[src/rtl/vga_scanout_ctrl_if.sv]
// Scan-out bus between the VGA controller, image memory, palette and video DAC.
// Latency: none (wires only).
// Backpressure: none; the video side is free-running at the pixel clock.
//
// Signals:
//   addr_imgmem  -> image memory address (controller drives)
//   q_imgmem     <- image memory read data (palette index)
//   pal_index    -> palette address (controller drives)
//   pal_data     <- palette BGR data, [23:16]=B [15:8]=G [7:0]=R
//   oHS/oVS/oBLANK_n/oFRAME_START, b/g/r_data -> video timing and colour
interface vga_scanout_ctrl_if #(
   parameter int ADDR_W  = 19,
   parameter int INDEX_W = 8
);
   logic [ADDR_W-1:0]  addr_imgmem;
   logic [INDEX_W-1:0] q_imgmem;
   logic [INDEX_W-1:0] pal_index;
   logic [23:0]        pal_data;
   logic               oHS;
   logic               oVS;
   logic               oBLANK_n;
   logic               oFRAME_START;
   logic [7:0]         b_data;
   logic [7:0]         g_data;
   logic [7:0]         r_data;

   modport master (
      output addr_imgmem, pal_index,
      output oHS, oVS, oBLANK_n, oFRAME_START, b_data, g_data, r_data,
      input  q_imgmem, pal_data
   );

   modport slave (
      input  addr_imgmem, pal_index,
      input  oHS, oVS, oBLANK_n, oFRAME_START, b_data, g_data, r_data,
      output q_imgmem, pal_data
   );
endinterface

[src/rtl/vga_scanout_ctrl.sv]
// VGA raster scan-out: timing counters, image memory addressing, palette lookup.
// Latency: L = 2+MEM_LAT+PAL_LAT cycles from counter position to colour/sync outputs.
// Backpressure: none; iEN=0 parks the raster at (0,0) and flushes the pipeline to blank.
//
// Ports:
//   iVGA_CLK  pixel clock          iRST_n  async active-low reset
//   iEN       scan enable          bus     vga_scanout_ctrl_if.master (memory, palette, video out)
module vga_scanout_ctrl #(
   parameter int H_ACTIVE    = 640,
   parameter int H_FP        = 16,
   parameter int H_SYNC      = 96,
   parameter int H_BP        = 48,
   parameter int V_ACTIVE    = 480,
   parameter int V_FP        = 10,
   parameter int V_SYNC      = 2,
   parameter int V_BP        = 33,
   parameter int SCALE_SHIFT = 0,
   parameter int ADDR_W      = 19,
   parameter int INDEX_W     = 8,
   parameter int MEM_LAT     = 1,
   parameter int PAL_LAT     = 1
) (
   input  logic               iVGA_CLK,
   input  logic               iRST_n,
   input  logic               iEN,
   vga_scanout_ctrl_if.master bus
);

   localparam int H_TOTAL = H_ACTIVE + H_FP + H_SYNC + H_BP;
   localparam int V_TOTAL = V_ACTIVE + V_FP + V_SYNC + V_BP;
   localparam int L       = 2 + MEM_LAT + PAL_LAT;

   // One extra count of headroom so the sync end bound is always representable.
   localparam int HCNT_W = $clog2(H_TOTAL + 1);
   localparam int VCNT_W = $clog2(V_TOTAL + 1);
   localparam int REP_W  = (SCALE_SHIFT > 0) ? SCALE_SHIFT : 1;

   localparam logic [HCNT_W-1:0] H_LAST   = HCNT_W'(H_TOTAL - 1);
   localparam logic [HCNT_W-1:0] H_VIS    = HCNT_W'(H_ACTIVE);
   localparam logic [HCNT_W-1:0] HS_BEG   = HCNT_W'(H_ACTIVE + H_FP);
   localparam logic [HCNT_W-1:0] HS_END   = HCNT_W'(H_ACTIVE + H_FP + H_SYNC);
   localparam logic [VCNT_W-1:0] V_LAST   = VCNT_W'(V_TOTAL - 1);
   localparam logic [VCNT_W-1:0] V_VIS    = VCNT_W'(V_ACTIVE);
   localparam logic [VCNT_W-1:0] VS_BEG   = VCNT_W'(V_ACTIVE + V_FP);
   localparam logic [VCNT_W-1:0] VS_END   = VCNT_W'(V_ACTIVE + V_FP + V_SYNC);
   localparam logic [REP_W-1:0]  REP_LAST = REP_W'((1 << SCALE_SHIFT) - 1);
   localparam logic [ADDR_W-1:0] ROW_STEP = ADDR_W'(H_ACTIVE >> SCALE_SHIFT);

   if ((SCALE_SHIFT < 0) || (SCALE_SHIFT > 2) ||
       ((H_ACTIVE % (1 << SCALE_SHIFT)) != 0) ||
       ((V_ACTIVE % (1 << SCALE_SHIFT)) != 0) ||
       (64'((H_ACTIVE * V_ACTIVE) >> (2 * SCALE_SHIFT)) > (64'(1) << ADDR_W))) begin : g_param_err
      $error("vga_scanout_ctrl: bad SCALE_SHIFT / active size / ADDR_W combination");
   end

   typedef struct packed {
      logic hs;
      logic vs;
      logic blank_n;
      logic fs;
   } sync_t;

   localparam sync_t SYNC_IDLE = '{hs: 1'b1, vs: 1'b1, blank_n: 1'b0, fs: 1'b0};

   logic [HCNT_W-1:0] hcnt;
   logic [VCNT_W-1:0] vcnt;
   logic [ADDR_W-1:0] row_base;
   logic [REP_W-1:0]  rep_cnt;    // visible lines already emitted from the current row_base
   logic [ADDR_W-1:0] addr_q;
   logic [23:0]       col_q;
   sync_t             raw_sync;
   sync_t             sync_pipe [L];

   logic h_vis, v_vis, h_wrap, v_wrap;

   assign h_vis  = (hcnt < H_VIS);
   assign v_vis  = (vcnt < V_VIS);
   assign h_wrap = (hcnt == H_LAST);
   assign v_wrap = (vcnt == V_LAST);

   // Raster counters and incremental row base (no multiplier).
   always_ff @(posedge iVGA_CLK or negedge iRST_n) begin
      if (!iRST_n) begin
         hcnt     <= '0;
         vcnt     <= '0;
         row_base <= '0;
         rep_cnt  <= '0;
      end else if (!iEN) begin
         hcnt     <= '0;
         vcnt     <= '0;
         row_base <= '0;
         rep_cnt  <= '0;
      end else if (h_wrap) begin
         hcnt <= '0;
         if (v_wrap) begin
            vcnt     <= '0;
            row_base <= '0;
            rep_cnt  <= '0;
         end else begin
            vcnt <= vcnt + VCNT_W'(1);
            if (v_vis) begin
               if (rep_cnt == REP_LAST) begin
                  rep_cnt  <= '0;
                  row_base <= row_base + ROW_STEP;
               end else begin
                  rep_cnt <= rep_cnt + REP_W'(1);
               end
            end
         end
      end else begin
         hcnt <= hcnt + HCNT_W'(1);
      end
   end

   // Address only moves inside the visible window; it parks on the last pixel fetched.
   always_ff @(posedge iVGA_CLK or negedge iRST_n) begin
      if (!iRST_n) begin
         addr_q <= '0;
      end else if (iEN && h_vis && v_vis) begin
         addr_q <= row_base + ADDR_W'(hcnt >> SCALE_SHIFT);
      end
   end

   always_comb begin
      raw_sync = SYNC_IDLE;
      if (iEN) begin
         raw_sync.hs      = !((hcnt >= HS_BEG) && (hcnt < HS_END));
         raw_sync.vs      = !((vcnt >= VS_BEG) && (vcnt < VS_END));
         raw_sync.blank_n = h_vis && v_vis;
         raw_sync.fs      = (hcnt == '0) && (vcnt == '0);
      end
   end

   // Sync delay line. Dropping iEN flushes every stage so an aborted frame
   // leaves nothing in flight.
   always_ff @(posedge iVGA_CLK or negedge iRST_n) begin
      if (!iRST_n) begin
         for (int k = 0; k < L; k++) sync_pipe[k] <= SYNC_IDLE;
      end else if (!iEN) begin
         for (int k = 0; k < L; k++) sync_pipe[k] <= SYNC_IDLE;
      end else begin
         sync_pipe[0] <= raw_sync;
         for (int k = 1; k < L; k++) sync_pipe[k] <= sync_pipe[k-1];
      end
   end

   // Colour register is gated by the blank bit that lands on the output
   // alongside it, so blanked cycles always present black.
   always_ff @(posedge iVGA_CLK or negedge iRST_n) begin
      if (!iRST_n) begin
         col_q <= '0;
      end else if (iEN && sync_pipe[L-2].blank_n) begin
         col_q <= bus.pal_data;
      end else begin
         col_q <= '0;
      end
   end

   assign bus.addr_imgmem  = addr_q;
   assign bus.pal_index    = bus.q_imgmem;
   assign bus.oHS          = sync_pipe[L-1].hs;
   assign bus.oVS          = sync_pipe[L-1].vs;
   assign bus.oBLANK_n     = sync_pipe[L-1].blank_n;
   assign bus.oFRAME_START = sync_pipe[L-1].fs;
   assign bus.b_data       = col_q[23:16];
   assign bus.g_data       = col_q[15:8];
   assign bus.r_data       = col_q[7:0];

endmodule

[src/flat_wrapper.sv]
// flat-port wrapper written by rule: the top's interface ports become plain ports
module vga_scanout_ctrl_flat 
#(
   parameter int H_ACTIVE    = 640,
   parameter int H_FP        = 16,
   parameter int H_SYNC      = 96,
   parameter int H_BP        = 48,
   parameter int V_ACTIVE    = 480,
   parameter int V_FP        = 10,
   parameter int V_SYNC      = 2,
   parameter int V_BP        = 33,
   parameter int SCALE_SHIFT = 0,
   parameter int ADDR_W      = 19,
   parameter int INDEX_W     = 8,
   parameter int MEM_LAT     = 1,
   parameter int PAL_LAT     = 1
)
  (iVGA_CLK, iRST_n, iEN, bus_addr_imgmem, bus_pal_index, bus_oHS, bus_oVS, bus_oBLANK_n, bus_oFRAME_START, bus_b_data, bus_g_data, bus_r_data, bus_q_imgmem, bus_pal_data);
  vga_scanout_ctrl_if #(.ADDR_W(ADDR_W), .INDEX_W(INDEX_W)) bus_i ();
  input  logic iVGA_CLK;
  input  logic iRST_n;
  input  logic iEN;
  output wire logic [$bits(bus_i.addr_imgmem)-1:0] bus_addr_imgmem;
  output wire logic [$bits(bus_i.pal_index)-1:0] bus_pal_index;
  output wire logic [$bits(bus_i.oHS)-1:0] bus_oHS;
  output wire logic [$bits(bus_i.oVS)-1:0] bus_oVS;
  output wire logic [$bits(bus_i.oBLANK_n)-1:0] bus_oBLANK_n;
  output wire logic [$bits(bus_i.oFRAME_START)-1:0] bus_oFRAME_START;
  output wire logic [$bits(bus_i.b_data)-1:0] bus_b_data;
  output wire logic [$bits(bus_i.g_data)-1:0] bus_g_data;
  output wire logic [$bits(bus_i.r_data)-1:0] bus_r_data;
  input wire logic [$bits(bus_i.q_imgmem)-1:0] bus_q_imgmem;
  input wire logic [$bits(bus_i.pal_data)-1:0] bus_pal_data;
  assign bus_addr_imgmem = bus_i.addr_imgmem;
  assign bus_pal_index = bus_i.pal_index;
  assign bus_oHS = bus_i.oHS;
  assign bus_oVS = bus_i.oVS;
  assign bus_oBLANK_n = bus_i.oBLANK_n;
  assign bus_oFRAME_START = bus_i.oFRAME_START;
  assign bus_b_data = bus_i.b_data;
  assign bus_g_data = bus_i.g_data;
  assign bus_r_data = bus_i.r_data;
  assign bus_i.q_imgmem = bus_q_imgmem;
  assign bus_i.pal_data = bus_pal_data;
  vga_scanout_ctrl #(.H_ACTIVE(H_ACTIVE), .H_FP(H_FP), .H_SYNC(H_SYNC), .H_BP(H_BP), .V_ACTIVE(V_ACTIVE), .V_FP(V_FP), .V_SYNC(V_SYNC), .V_BP(V_BP), .SCALE_SHIFT(SCALE_SHIFT), .ADDR_W(ADDR_W), .INDEX_W(INDEX_W), .MEM_LAT(MEM_LAT), .PAL_LAT(PAL_LAT)) u_core (.iVGA_CLK(iVGA_CLK), .iRST_n(iRST_n), .iEN(iEN), .bus(bus_i));
endmodule
[config.mk]
export PLATFORM = sky130hd
export DESIGN_NAME = vga_scanout_ctrl_flat
export DESIGN_NICKNAME = d
export VERILOG_FILES = /design/src/rtl/vga_scanout_ctrl_if.sv /design/src/rtl/vga_scanout_ctrl.sv /design/src/flat_wrapper.sv
export SDC_FILE = /design/constraint.sdc
export NUM_CORES = 1
export LEC_CHECK = 0
export CORE_UTILIZATION = 54
export DETAILED_ROUTE_END_ITERATION = 6
export PLACE_DENSITY_LB_ADDON = 0.3
export SLEW_MARGIN = 30
export SYNTH_ARGS = -nofsm -noshare
export SYNTH_HDL_FRONTEND = slang
export SYNTH_SLANG_ARGS = --single-unit
[constraint.sdc]
create_clock -name iVGA_CLK -period 3.4 [get_ports iVGA_CLK]
set_input_delay 1.02 -clock iVGA_CLK [delete_from_list [all_inputs] [get_ports iVGA_CLK]]
set_output_delay 1.02 -clock iVGA_CLK [all_outputs]
set_load 0.05 [all_outputs]
==> flow_metrics.py <==
metrics = {
    "status": {
        "outcome": "complete, no violations",
    },
    "global_route": {
        "grt_usage_pct": 22.98,
        "grt_max_degree": 45,
        "grt_pass1_wl_um": 13830,
        "grt_pass1_vias": 2914,
        "antenna_found_initial": 0,
        "gr-total-overflow": 0,
    },
    "floorplanning": {
        "start_util_pct": 55.90,
        "dieArea_um2": 7901,
        "core_area_um2": 7292,
        "chipHeight_um": 88.89,
        "die_w_um": 88.89,
        "num_rows": 31,
        "io_pins": 90,
    },
    "cells_and_area": {
        "layout-drive-gt1-share_pct": 8.869,
        "final_nets": 489,
        "synthToLayoutAreaGrowth_pct": 23.11,
        "layout_commonest_cell": "dfrtp_1",
        "layout_common_cells": "dfrtp_1 (83), clkdlybuf4s50_1 (72), nand2_1 (31)",
        "fillCellCount": 571,
        "antenna_cells": 0,
    },
    "worst_setup_path": {
        "cp_slowest_cell": "a31oi_4",
        "arrival_ps": 2970,
        "required_ps": 3650,
        "reg2reg_to": "u_core.row_base[13]$_DFFE_PN0P_",
        "path_class": "in -> reg",
        "end_kind": "flop",
        "critPathMaxFanout": 32,
        "critPathLaunchType": "input pin",
        "cpLargestDelayFamily": "compound AO/OA/AOI/OAI gates",
        "reg2reg_setup_slack_ps": 1160,
        "crit_path_cell_trace": "clkdlybuf4s50_1 -> inv_1 -> a31oi_4 -> nor2_1 -> a221o_1",
        "r2r-start": "u_core.hcnt[0]$_DFF_PN0_",
        "cp_slowest_stage_delay_ps": 620,
        "critical_path_buf_inv_count": 2,
        "rr_worst_depth": 5,
    },
    "cts": {
        "clk_latency_ps": 360,
        "cts-hold-fix-buffers": 0,
        "cts_resized": 0,
        "path_clk_slew_ps": 110,
        "cts_htree_levels": 3,
        "clockRootBuffer": "clkbuf_8",
        "cts_buffers": 9,
        "clock_path_buffers": 2,
        "cts.sinks": 91,
        "tritoncts": "yes",
        "post-cts-setup-buffer-count": 0,
    },
    "worst_hold_path": {
        "hold_start": "u_core.sync_pipe[8]$_DFF_PN0_",
        "hold_depth": 1,
        "hold_path_end": "u_core.sync_pipe[4]$_DFF_PN0_",
        "holdCritPathClass": "reg -> reg",
    },
    "sta": {
        "drv_slew": 0,
        "period_needed_ps": 2717,
        "max_freq_mhz": 368.1,
        "finalSetupTns_ps": 0,
        "maxSlewHeadroom_pct": 45.59,
        "worstMarginPinSlew_ps": 816.1,
        "setup_viol": 0,
        "hold_viol": 0,
        "finClkSkew_ps": 18.02,
        "rsz0062_at_grt": "no",
        "post-route-period-util_pct": 79.90,
        "setup_ws_ps": 683.3,
    },
    "route": {
        "avgRoutedWirePerCell_um": 15.32,
        "viasPerCell": 5.720,
        "num_vias": 3146,
        "drt_iter0_drc": 228,
        "post-route-drc-count": 0,
        "drtPass1Iterations": 4,
        "routed_wl_um": 8424,
        "ant_nets": 0,
    },
    "synth": {
        "synth_top_area_share_pct": 50.95,
        "synthDistinctLibCells": 44,
        "ys.flop_type": "dfrtp_1",
        "yosys.area.top_type": "dfrtp_1",
        "synth_area_per_cell_um2": 10.53,
        "synthCells": 387,
        "ys_warn_count": 0,
        "seq_area_frac_synth_pct": 56.11,
        "synth_seq_cells": 91,
        "synth_fp_nets": 430,
        "ys_async_sr_fraction_pct": 100.0,
        "synth_edf_count": 0,
        "yosys-top-cells-area": "dfrtp_1 (51%), dfstp_2 (5.2%), and3_1 (4.3%)",
        "synth_area_um2": 4076,
    },
    "power_and_ir_drop": {
        "p_leak_nw": 2.240,
        "irDropWorstVdd_mv": 0.1882,
        "power_density_nw_per_um2": 434.5,
    },
    "place": {
        "io_buffer_count": 73,
        "place_ws_ps": 308.3,
        "gp_congestion": 0.8259,
        "hpwl_um": 6014,
    },
    "run": {
        "cap_violations": 0,
    },
}
worst reg2reg max path, delay by kind of cell, from the launching register on:
kind                     cells  cell delay [ps]
adder cells (fa/ha/maj)      1              250
AND/OR/NAND/NOR              2              530
AO/OA/AOI/OAI                2              940
flip-flops                   1              430
worst max path at each step:
| stage | startpoint | endpoint | cells past startpoint | slack, ps |
|---|---|---|---|---|
| 6_report | iEN | u_core.row_base[13]$_DFFE_PN0P_ | 5 | 680 |
| 5_1_grt | iEN | u_core.row_base[13]$_DFFE_PN0P_ | 5 | 480 |
| 4_1_cts | u_core.bus.oHS$_DFF_PN1_ | bus_oHS | 1 | 680 |
| 3_5_place_dp | iEN | u_core.row_base[13]$_DFFE_PN0P_ | 5 | 310 |
| 3_3_place_gp | iEN | u_core.row_base[13]$_DFFE_PN0P_ | 5 | 430 |
| 2_1_floorplan | bus_q_imgmem[0] | bus_pal_index[0] | 1 | 1190 |
registers in the layout, indices dropped and copies added (netlist names), 10 cells and up:
signal	flops
u_core.bus.addr_imgmem	19
u_core.col_q	24
u_core.hcnt	10
u_core.row_base	12
u_core.sync_pipe	12
u_core.vcnt	10
cell families (layout without fill, tap and decap cells):
| kind of cell | after synthesis | in the layout | share of synthesized area (%) |
|---|---|---|---|
| xor gates and xnor gates | 11 | 11 | 2.363 |
| AOI/OAI and AO/OA | 78 | 78 | 12.37 |
| DFF | 91 | 91 | 56.11 |
| and+or+nand+nor | 159 | 159 | 21.70 |
| buffers and inverters | 40 | 104 | 5.003 |
| adders and majority gates | 8 | 8 | 2.456 |
cells in the mapped netlist (6+ instances only):
master and n:
clkbuf_1 13, or3_1 15, nor4_1 6, or4_1 6, a21oi_1 17, o21ai_0 26
nand4_1 6, o31ai_1 10, inv_1 9, and2_1 9, ha_1 8, and3_1 28
a31oi_1 8, nand2_1 31, buf_4 10, nor2_1 22, dfrtp_1 83, nand2b_1 7
xor2_1 6, buf_2 7, nand3_1 15, dfstp_2 8
per-layer routing:
metal / GRT usage (%) / wire length, um / vias to the layer above
met2: 36.78 / 3999 / 117
met1: 30.76 / 3665 / 1512
met4: 9.824 / 79 / 0
met5: 0 / 0 / -
met3: 4.384 / 679 / 11
li1: - / - / 1506
cell type report:
| type | instances | area (um^2) | share of cell area [%] |
|---|---|---|---|
| tap | 99 | 123.9 | 2.468 |
| inverter | 9 | 33.78 | 0.6731 |
| sequential | 91 | 2287 | 45.57 |
| clock inverter | 7 | 87.58 | 1.745 |
| clock buffer | 9 | 123.9 | 2.468 |
| multi-input combinational | 256 | 1589 | 31.66 |
| timing repair buffer | 79 | 773.2 | 15.41 |
power breakdown:
group | internal (mW) | switching (mW)
Clock | 0.359 | 0.413
Sequential | 1.12 | 0.0292
Combinational | 0.0983 | 0.164
Total | 1.57 | 0.607
per-stage QoR:
step                hold WS [ps]  utilization, %  area [um^2]  instances  total power, mW
detailed placement         440.9           65.92         4807        534            1.432
global placement           435.5           65.87         4803        534            1.425
finish                     452.5           68.82         5019        550            2.181
floorplan                  433.7               -         4076        387            1.337
global route               472.4           68.82         5019        550            2.265
CTS                        459.2           68.82         5019        550            2.196
Power figures use the tool's default switching activity.
